$ cat src/rtl/dmem_axi_bridge_pkg.sv
// Shared types and lane helpers for the data-memory AXI4-Lite bridge.
// The lane helpers are also used by the data cache.
package dmem_axi_bridge_pkg;

    typedef enum logic [2:0] {
        IDLE,
        RD_ADDR,
        RD_DATA,
        WR_REQ,
        WR_RESP
    } state_e;

    localparam logic [1:0] AXI_RESP_OKAY = 2'b00;

    // CPU lane order puts address offset 0 in bits 31:24; AXI puts it in bits 7:0.
    function automatic logic [31:0] bswap32(input logic [31:0] d);
        return {d[7:0], d[15:8], d[23:16], d[31:24]};
    endfunction

    function automatic logic [3:0] lane_rev4(input logic [3:0] s);
        return {s[0], s[1], s[2], s[3]};
    endfunction

endpackage

$ cat src/rtl/dmem_axi_bridge.sv
// MEM-stage load/store to AXI4-Lite master bridge.
// One access outstanding at a time; the pipeline is stalled until done_o.
module dmem_axi_bridge
    import dmem_axi_bridge_pkg::*;
#(
    parameter int unsigned ADDR_W = 32,
    parameter int unsigned DATA_W = 32
) (
    input  logic              clk,
    input  logic              rst,
    input  logic              req_ce,
    input  logic              req_we,
    input  logic [ADDR_W-1:0] req_addr,
    input  logic [3:0]        req_sel,
    input  logic [DATA_W-1:0] req_wdata,
    output logic [DATA_W-1:0] rdata_o,
    output logic              stall_o,
    output logic              done_o,
    output logic              bus_err_o,
    output logic [ADDR_W-1:0] awaddr,
    output logic              awvalid,
    input  logic              awready,
    output logic [DATA_W-1:0] wdata,
    output logic [3:0]        wstrb,
    output logic              wvalid,
    input  logic              wready,
    input  logic [1:0]        bresp,
    input  logic              bvalid,
    output logic              bready,
    output logic [ADDR_W-1:0] araddr,
    output logic              arvalid,
    input  logic              arready,
    input  logic [DATA_W-1:0] rdata,
    input  logic [1:0]        rresp,
    input  logic              rvalid,
    output logic              rready
);

    state_e            state_q, state_d;
    logic [ADDR_W-1:0] addr_q, addr_d;
    logic [3:0]        sel_q, sel_d;
    logic [DATA_W-1:0] wdata_q, wdata_d;
    logic [DATA_W-1:0] rdata_q, rdata_d;
    logic              aw_done_q, aw_done_d;
    logic              w_done_q, w_done_d;
    logic              done_q, done_d;
    logic              bus_err_q, bus_err_d;

    always_ff @(posedge clk) begin
        if (rst) begin
            state_q   <= IDLE;
            addr_q    <= '0;
            sel_q     <= '0;
            wdata_q   <= '0;
            rdata_q   <= '0;
            aw_done_q <= 1'b0;
            w_done_q  <= 1'b0;
            done_q    <= 1'b0;
            bus_err_q <= 1'b0;
        end else begin
            state_q   <= state_d;
            addr_q    <= addr_d;
            sel_q     <= sel_d;
            wdata_q   <= wdata_d;
            rdata_q   <= rdata_d;
            aw_done_q <= aw_done_d;
            w_done_q  <= w_done_d;
            done_q    <= done_d;
            bus_err_q <= bus_err_d;
        end
    end

    always_comb begin
        state_d   = state_q;
        addr_d    = addr_q;
        sel_d     = sel_q;
        wdata_d   = wdata_q;
        rdata_d   = rdata_q;
        aw_done_d = aw_done_q;
        w_done_d  = w_done_q;
        done_d    = 1'b0;
        bus_err_d = 1'b0;
        case (state_q)
            IDLE: begin
                // The done cycle still sees the old req_ce, so it must not re-accept.
                if (req_ce && !done_q) begin
                    addr_d    = req_addr & ~ADDR_W'(3);
                    sel_d     = req_sel;
                    wdata_d   = req_wdata;
                    aw_done_d = 1'b0;
                    w_done_d  = 1'b0;
                    state_d   = req_we ? WR_REQ : RD_ADDR;
                end
            end
            RD_ADDR: begin
                if (arready) state_d = RD_DATA;
            end
            RD_DATA: begin
                if (rvalid) begin
                    rdata_d   = bswap32(rdata);
                    done_d    = 1'b1;
                    bus_err_d = (rresp != AXI_RESP_OKAY);
                    state_d   = IDLE;
                end
            end
            WR_REQ: begin
                if (awready && !aw_done_q) aw_done_d = 1'b1;
                if (wready && !w_done_q)   w_done_d  = 1'b1;
                if (aw_done_d && w_done_d) state_d = WR_RESP;
            end
            WR_RESP: begin
                if (bvalid) begin
                    done_d    = 1'b1;
                    bus_err_d = (bresp != AXI_RESP_OKAY);
                    state_d   = IDLE;
                end
            end
            default: state_d = IDLE;
        endcase
    end

    always_comb begin
        araddr    = addr_q;
        awaddr    = addr_q;
        wdata     = bswap32(wdata_q);
        wstrb     = lane_rev4(sel_q);
        arvalid   = (state_q == RD_ADDR);
        rready    = (state_q == RD_DATA);
        awvalid   = (state_q == WR_REQ) && !aw_done_q;
        wvalid    = (state_q == WR_REQ) && !w_done_q;
        bready    = (state_q == WR_RESP);
        rdata_o   = rdata_q;
        done_o    = done_q;
        bus_err_o = bus_err_q;
        stall_o   = req_ce && !done_q;
    end

endmodule

$ cat config.mk
export PLATFORM = sky130hd
export DESIGN_NAME = dmem_axi_bridge
export DESIGN_NICKNAME = d
export VERILOG_FILES = /design/src/rtl/dmem_axi_bridge_pkg.sv /design/src/rtl/dmem_axi_bridge.sv
export SDC_FILE = /design/constraint.sdc
export NUM_CORES = 1
export LEC_CHECK = 0
export CORE_AREA = 2 2 98 100
export DETAILED_ROUTE_END_ITERATION = 7
export DIE_AREA = 0 0 100 102
export DONT_BUFFER_PORTS = 1
export PLACE_DENSITY = 0.67
export SLEW_MARGIN = 20
export SYNTH_ARGS = -nofsm -noshare
export SYNTH_HDL_FRONTEND = slang
export SYNTH_SLANG_ARGS = --single-unit
$ cat constraint.sdc
create_clock -name clk -period 1.9 [get_ports clk]
set_input_delay 0.19 -clock clk [delete_from_list [all_inputs] [get_ports clk]]
set_output_delay 0.19 -clock clk [all_outputs]
set_load 0.05 [all_outputs]
==> results.cfg, run 1 <==
[outcome]
outcome = finished, final reports clean

[global_route]
grt_antenna_before_repair = 0
grt.overflow.total = 0
groute.usage.overall_pct = 22.25
grt_pass1_wl_mm = 17.96
grt_pass1_vias = 3796
grt_max_degree = 96

[timing]
max_slew_margin_pct = 59.65
fin_ws_ps = 201.5
slew_viol_final = 0
setup_viol = 0
finalSetupTns_ps = 0
min_period_over_period_pct = 89.40
hold_slack_ps = 9.804
rsz0062_at_grt = false
hold_viol_final = 0
worstMarginPinSlew_ps = 605.3
skew_ps = 14.51
fin_crit_ps = 1699
fmax_mhz = 588.8

[synth]
yosys_most_used_dff = dfxtp_1
synth_warnings = 0
synthesis.instances = 509
ys_types = 30
synth_top_cell_by_area = dfxtp_1
syn_area_per_cell_um2 = 9.213
synth_edf_count = 0
synthTopCellsByArea = dfxtp_1 45%, nand2b_1 18%, mux2i_1 14%, buf_4 5.8%, nand2_1 5.1%
seq_area_frac_synth_pct = 44.82
synth_area_mm2 = 0.004689
ys_ff_latch = 105
synth_top_area_share_pct = 44.82
synth-async-reset-ratio_pct = 0

[routing]
vias_per_cell = 5.198
first_pass_iters = 5
vias = 3805
drtAntennaViolNets = 0
wl_per_cell_um = 16.49
drc = 0
drt_iter0_markers = 108
wirelength_mm = 12.07

[cells_and_area]
drive_gt1_share_pct = 10.79
n_antenna_cell = 0
final_cells = 732
fin_nets = 729
final_common_cell = nand2b_1
final_cell_mix = 138 x nand2b_1, 119 x dlygate4sd3_1, 103 x dfxtp_1, 66 x mux2i_1, 64 x nand2_1
fill_cells = 673
area_delta_synth_final_pct = 31.78

[setup_path]
startpoint_type = flip-flop
worstSetupEndpointType = output port
critPathRequiredTime_ps = 1710
r2r_slack_ps = 340
cp_max_fo = 11
r2r_start = state_q[2]$_SDFFE_PP0P_
startpoint = state_q[2]$_SDFFE_PP0P_
arrival_ps = 1510
crit_type = flip-flop to output port

[clock_tree]
cts.htree.levels = 3
tritoncts = built
clk_pin_slew_worst_paths_ps = 100
cts.sinks = 105
cts_buffers = 9
clk_path_buf_depth = 2
clk_latency_ps = 370
root_buffer = clkbuf_8

[pwr]
vdd_drop_max_uv = 431.2
power_w = 0.005464
leakage_nw = 2.407
power_density_mw_per_mm2 = 884.3

[placement]
port_buffers = 0
dpl.cell_count = 595
gp_congestion = 0.7493
dp_slack_ps = 362.3
hpwl_mm = 6.377

[floorplan]
io_pins = 253
rows = 35
die_h_um = 102
die_w_um = 100
dieArea_mm2 = 0.01020
coreArea_mm2 = 0.009109
start_util_pct = 51.48

[min_path]
worstHoldPathType = primary input to flip-flop
min-delay-start = rst

[job]
cap_violations = 0
through the flow:
stage,util (%),instance area (µm²)
after floorplan,-,4706
after global placement,52.40,4773
after detailed placement,52.40,4773
after CTS,67.88,6183
after global routing,67.84,6180
final,67.84,6180
registers in the layout (all words and copies together) (netlist names):
| name | count |
|---|---|
| rdata_o | 32 |
| wdata_q | 32 |
| araddr | 30 |
| sel_q | 4 |
| state_q | 3 |
| aw_done_q | 1 |
| bus_err_o | 1 |
| done_o | 1 |
| w_done_q | 1 |
critical path, stage by stage, from the launching register on:
cell and delay (ps):
dfxtp_1 440, nand3b_1 320, nor2_1 160, buf_4 220
cell type report:
cell class	count	area (µm²)	area share (%)
Tap cell	111	138.9	2.247
Multi-Input combinational cell	331	2166	35.05
Clock inverter	5	38.79	0.6277
Sequential cell	105	2105	34.06
Clock buffer	11	141.4	2.288
Timing Repair Buffer	164	1572	25.43
Inverter	5	18.77	0.3037
cells by family (layout without fill, tap and decap cells):
logic type,Yosys count,count (layout),synth area share (%)
xor+xnor,1,1,0.1868
other cells,1,4,0.07997
buf+inv,76,185,9.632
simple gates,216,216,25.75
flops,105,105,44.82
compound gates,44,44,5.443
mux,66,66,14.09
path summary, 6_finish.rpt:
check,end,cells past startpoint
hold reg to reg,araddr[2]$_SDFFE_PP0P_,2
setup reg to reg,sel_q[1]$_SDFFE_PP0P_,3
hold / removal,araddr[25]$_SDFFE_PP0P_,2
setup / recovery,wvalid,3
power by group:
group | internal (W) | switching, W
sequential | 0.00236 | 0.000460
clock | 0.000524 | 0.000780
combinational | 0.000510 | 0.000826
total | 0.00340 | 0.00207
cell usage after synthesis (2+ instances only):
cell type and number:
nor3b_1 2, nor2_1 5, nand2_1 64, inv_1 5
a31oi_1 2, nand2b_1 138, buf_6 2, mux2i_1 66
o32ai_1 2, buf_4 36, a21oi_1 33, buf_2 13
clkbuf_1 20, dfxtp_1 105
metal layers:
metal	track usage, %	vias to the layer above	wire [µm]
met1	21.43	1761	4418
li1	-	1811	-
met3	8.345	33	1190
met2	42.52	200	6132
met5	0	-	0
met4	9.484	0	332
what timing repair did:
action                     CTS  global route
hold buffers               121             0
setup endpoints to repair    1             2
pin swaps                    0             0
setup buffers                0             0
gates resized for setup      1             1
hold endpoints to repair   105             0
Power figures use the tool's default switching activity.
==> run 2, diff against run 1 <==
--- a/config.mk
+++ b/config.mk
@@ -10,6 +10,7 @@
 export DIE_AREA = 0 0 100 102
 export DONT_BUFFER_PORTS = 1
 export PLACE_DENSITY = 0.67
+export REMOVE_ABC_BUFFERS = 1
 export SLEW_MARGIN = 20
 export SYNTH_ARGS = -nofsm -noshare
 export SYNTH_HDL_FRONTEND = slang
==> results.cfg, run 2 (same netlist as run 1, synthesis figures left out) <==
[outcome]
outcome = finished, final reports clean

[setup_path]
startpoint_type = flip-flop
critPathRequiredTime_ps = 1710
crit_type = flip-flop to output port
r2r_start = state_q[2]$_SDFFE_PP0P_
worstSetupEndpointType = output port
r2r_slack_ps = 250
path_delay_family = simple AND/OR/NAND/NOR gates
arrival_ps = 1500
reg2reg_depth = 3
cpPeakStageDelay_ps = 440
r2r_end = wdata_q[0]$_SDFFE_PP0P_
slowest_stage = dfxtp_1
path_cells = nand3b_1 > nor2_1 > buf_4
cp_max_fo = 11
critPathBufInv = 1

[routing]
wl_met1_mm = 4.527
drtAntennaViolNets = 0
routed.top_layer = met4
routed-wl-met2_mm = 5.722
vias = 3669
vias_per_cell = 5.153
drt_iter0_markers = 113
drc = 0
dr_wl_met3_mm = 1.091
first_pass_iters = 4
wirelength_mm = 11.52
wl_per_cell_um = 16.18

[clock_tree]
cts.sinks = 105
cts_setup_buffers = 0
clk_path_buf_depth = 2
clk_pin_slew_worst_paths_ps = 90
clk_latency_ps = 340
tritoncts = built
root_buffer = clkbuf_8
cts.htree.levels = 3
cts_buffers = 9

[floorplan]
io_pins = 253
die_w_um = 100
dieArea_mm2 = 0.01020
coreArea_mm2 = 0.009109
die_h_um = 102
start_util_pct = 51.48
rows = 35

[global_route]
grt.overflow.total = 0
grt_pass1_wl_mm = 17.17
grt_pass1_vias = 3569
grt_max_degree = 123
grt_antenna_before_repair = 0
groute.usage.overall_pct = 21.15

[cells_and_area]
final_common_cell = nand2b_1
fin_nets = 709
drive_gt1_share_pct = 10.65
area_delta_synth_final_pct = 28.34
n_antenna_cell = 0
utilization_pct = 66.07
fill_cells = 678
final_cell_mix = 138 x nand2b_1, 103 x dfxtp_1, 102 x dlygate4sd3_1, 66 x mux2i_1, 64 x nand2_1
final_cells = 712

[pwr]
power_density_mw_per_mm2 = 922.6
leakage_nw = 2.361
vdd_drop_max_uv = 524.1

[timing]
rsz0062_at_grt = false
max_slew_margin_pct = 61.72
fmax_mhz = 590.2
min_period_over_period_pct = 89.17
fin_crit_ps = 1694
hold_viol_final = 0
worstMarginPinSlew_ps = 573.5
fin_ws_ps = 205.7
setup_viol = 0
slew_viol_final = 0
skew_ps = 6.665

[placement]
port_buffers = 0
gp_congestion = 0.7930
hpwl_mm = 6.369
dp_slack_ps = 336.2
dpl.cell_count = 593

[min_path]
whs_path_depth = 2
worstHoldEndpoint = sel_q[3]$_SDFFE_PP0P_
worstHoldPathType = primary input to flip-flop
min-delay-start = req_sel[3]

[job]
cap_violations = 0
run 2: changes by cell type in the layout (fill, tap and decap cells not counted), sizes merged:
cell / previous run / this run
clkinvlp: 1 / 0
dlygate4sd3: 119 / 102
bufinv: 0 / 1
buf: 44 / 42
clkbuf: 12 / 13
inv: 7 / 5
run 2: area by class of cell:
type,count,area (µm²),area share [%]
clock buffer,13,168.9,2.807
clock inverter,3,47.55,0.7900
inverter,5,18.77,0.3119
multi-input combinational,331,2166,35.99
sequential,105,2105,34.97
tap,111,138.9,2.308
timing repair buffer,144,1374,22.83
run 2: power by group:
group	total (W)	switching, W	internal, W
Sequential	0.00282	0.000455	0.00236
Clock	0.00145	0.000723	0.000724
Combinational	0.00129	0.000807	0.000480
run 2: per-layer routing:
metal  track usage, %  vias to the layer above
met5                0                        -
met1            22.98                     1687
met3            8.071                       21
met4            6.639                        0
li1                 -                     1768
met2            38.31                      193
run 2: worst max-delay path by stage:
stage                                       start                 endpoint  slack, ps  depth (start not counted)
after floorplan                 done_o$_SDFF_PP0_   aw_done_q$_SDFFE_PP0P_      -4740                          3
after global placement    state_q[2]$_SDFFE_PP0P_  araddr[14]$_SDFFE_PP0P_        380                          3
after detailed placement  state_q[2]$_SDFFE_PP0P_  araddr[17]$_SDFFE_PP0P_        340                          3
after CTS                 state_q[1]$_SDFFE_PP0P_                  awvalid         60                          3
after global routing      state_q[2]$_SDFFE_PP0P_                  awvalid         50                          3
final                     state_q[2]$_SDFFE_PP0P_                  awvalid        210                          3
run 2: metrics by stage:
| stage | total power (W) | TNS [ps] | hold slack, ps | instance area, µm² |
|---|---|---|---|---|
| floorplan | 0.003776 | -309500 | 259.1 | 4268 |
| global placement | 0.003927 | 0 | 281.7 | 4758 |
| detailed placement | 0.003945 | 0 | 284.9 | 4758 |
| CTS | 0.005590 | 0 | 0.3345 | 5996 |
| global route | 0.005782 | 0 | 3.926 | 6018 |
| finish | 0.005553 | 0 | 19.49 | 6018 |
run 2: what timing repair did:
item / in CTS / in global routing
resized for setup: 0 / 2
hold buffers: 101 / 2
setup endpoints to repair: 0 / 2
hold endpoints to repair: 103 / 4
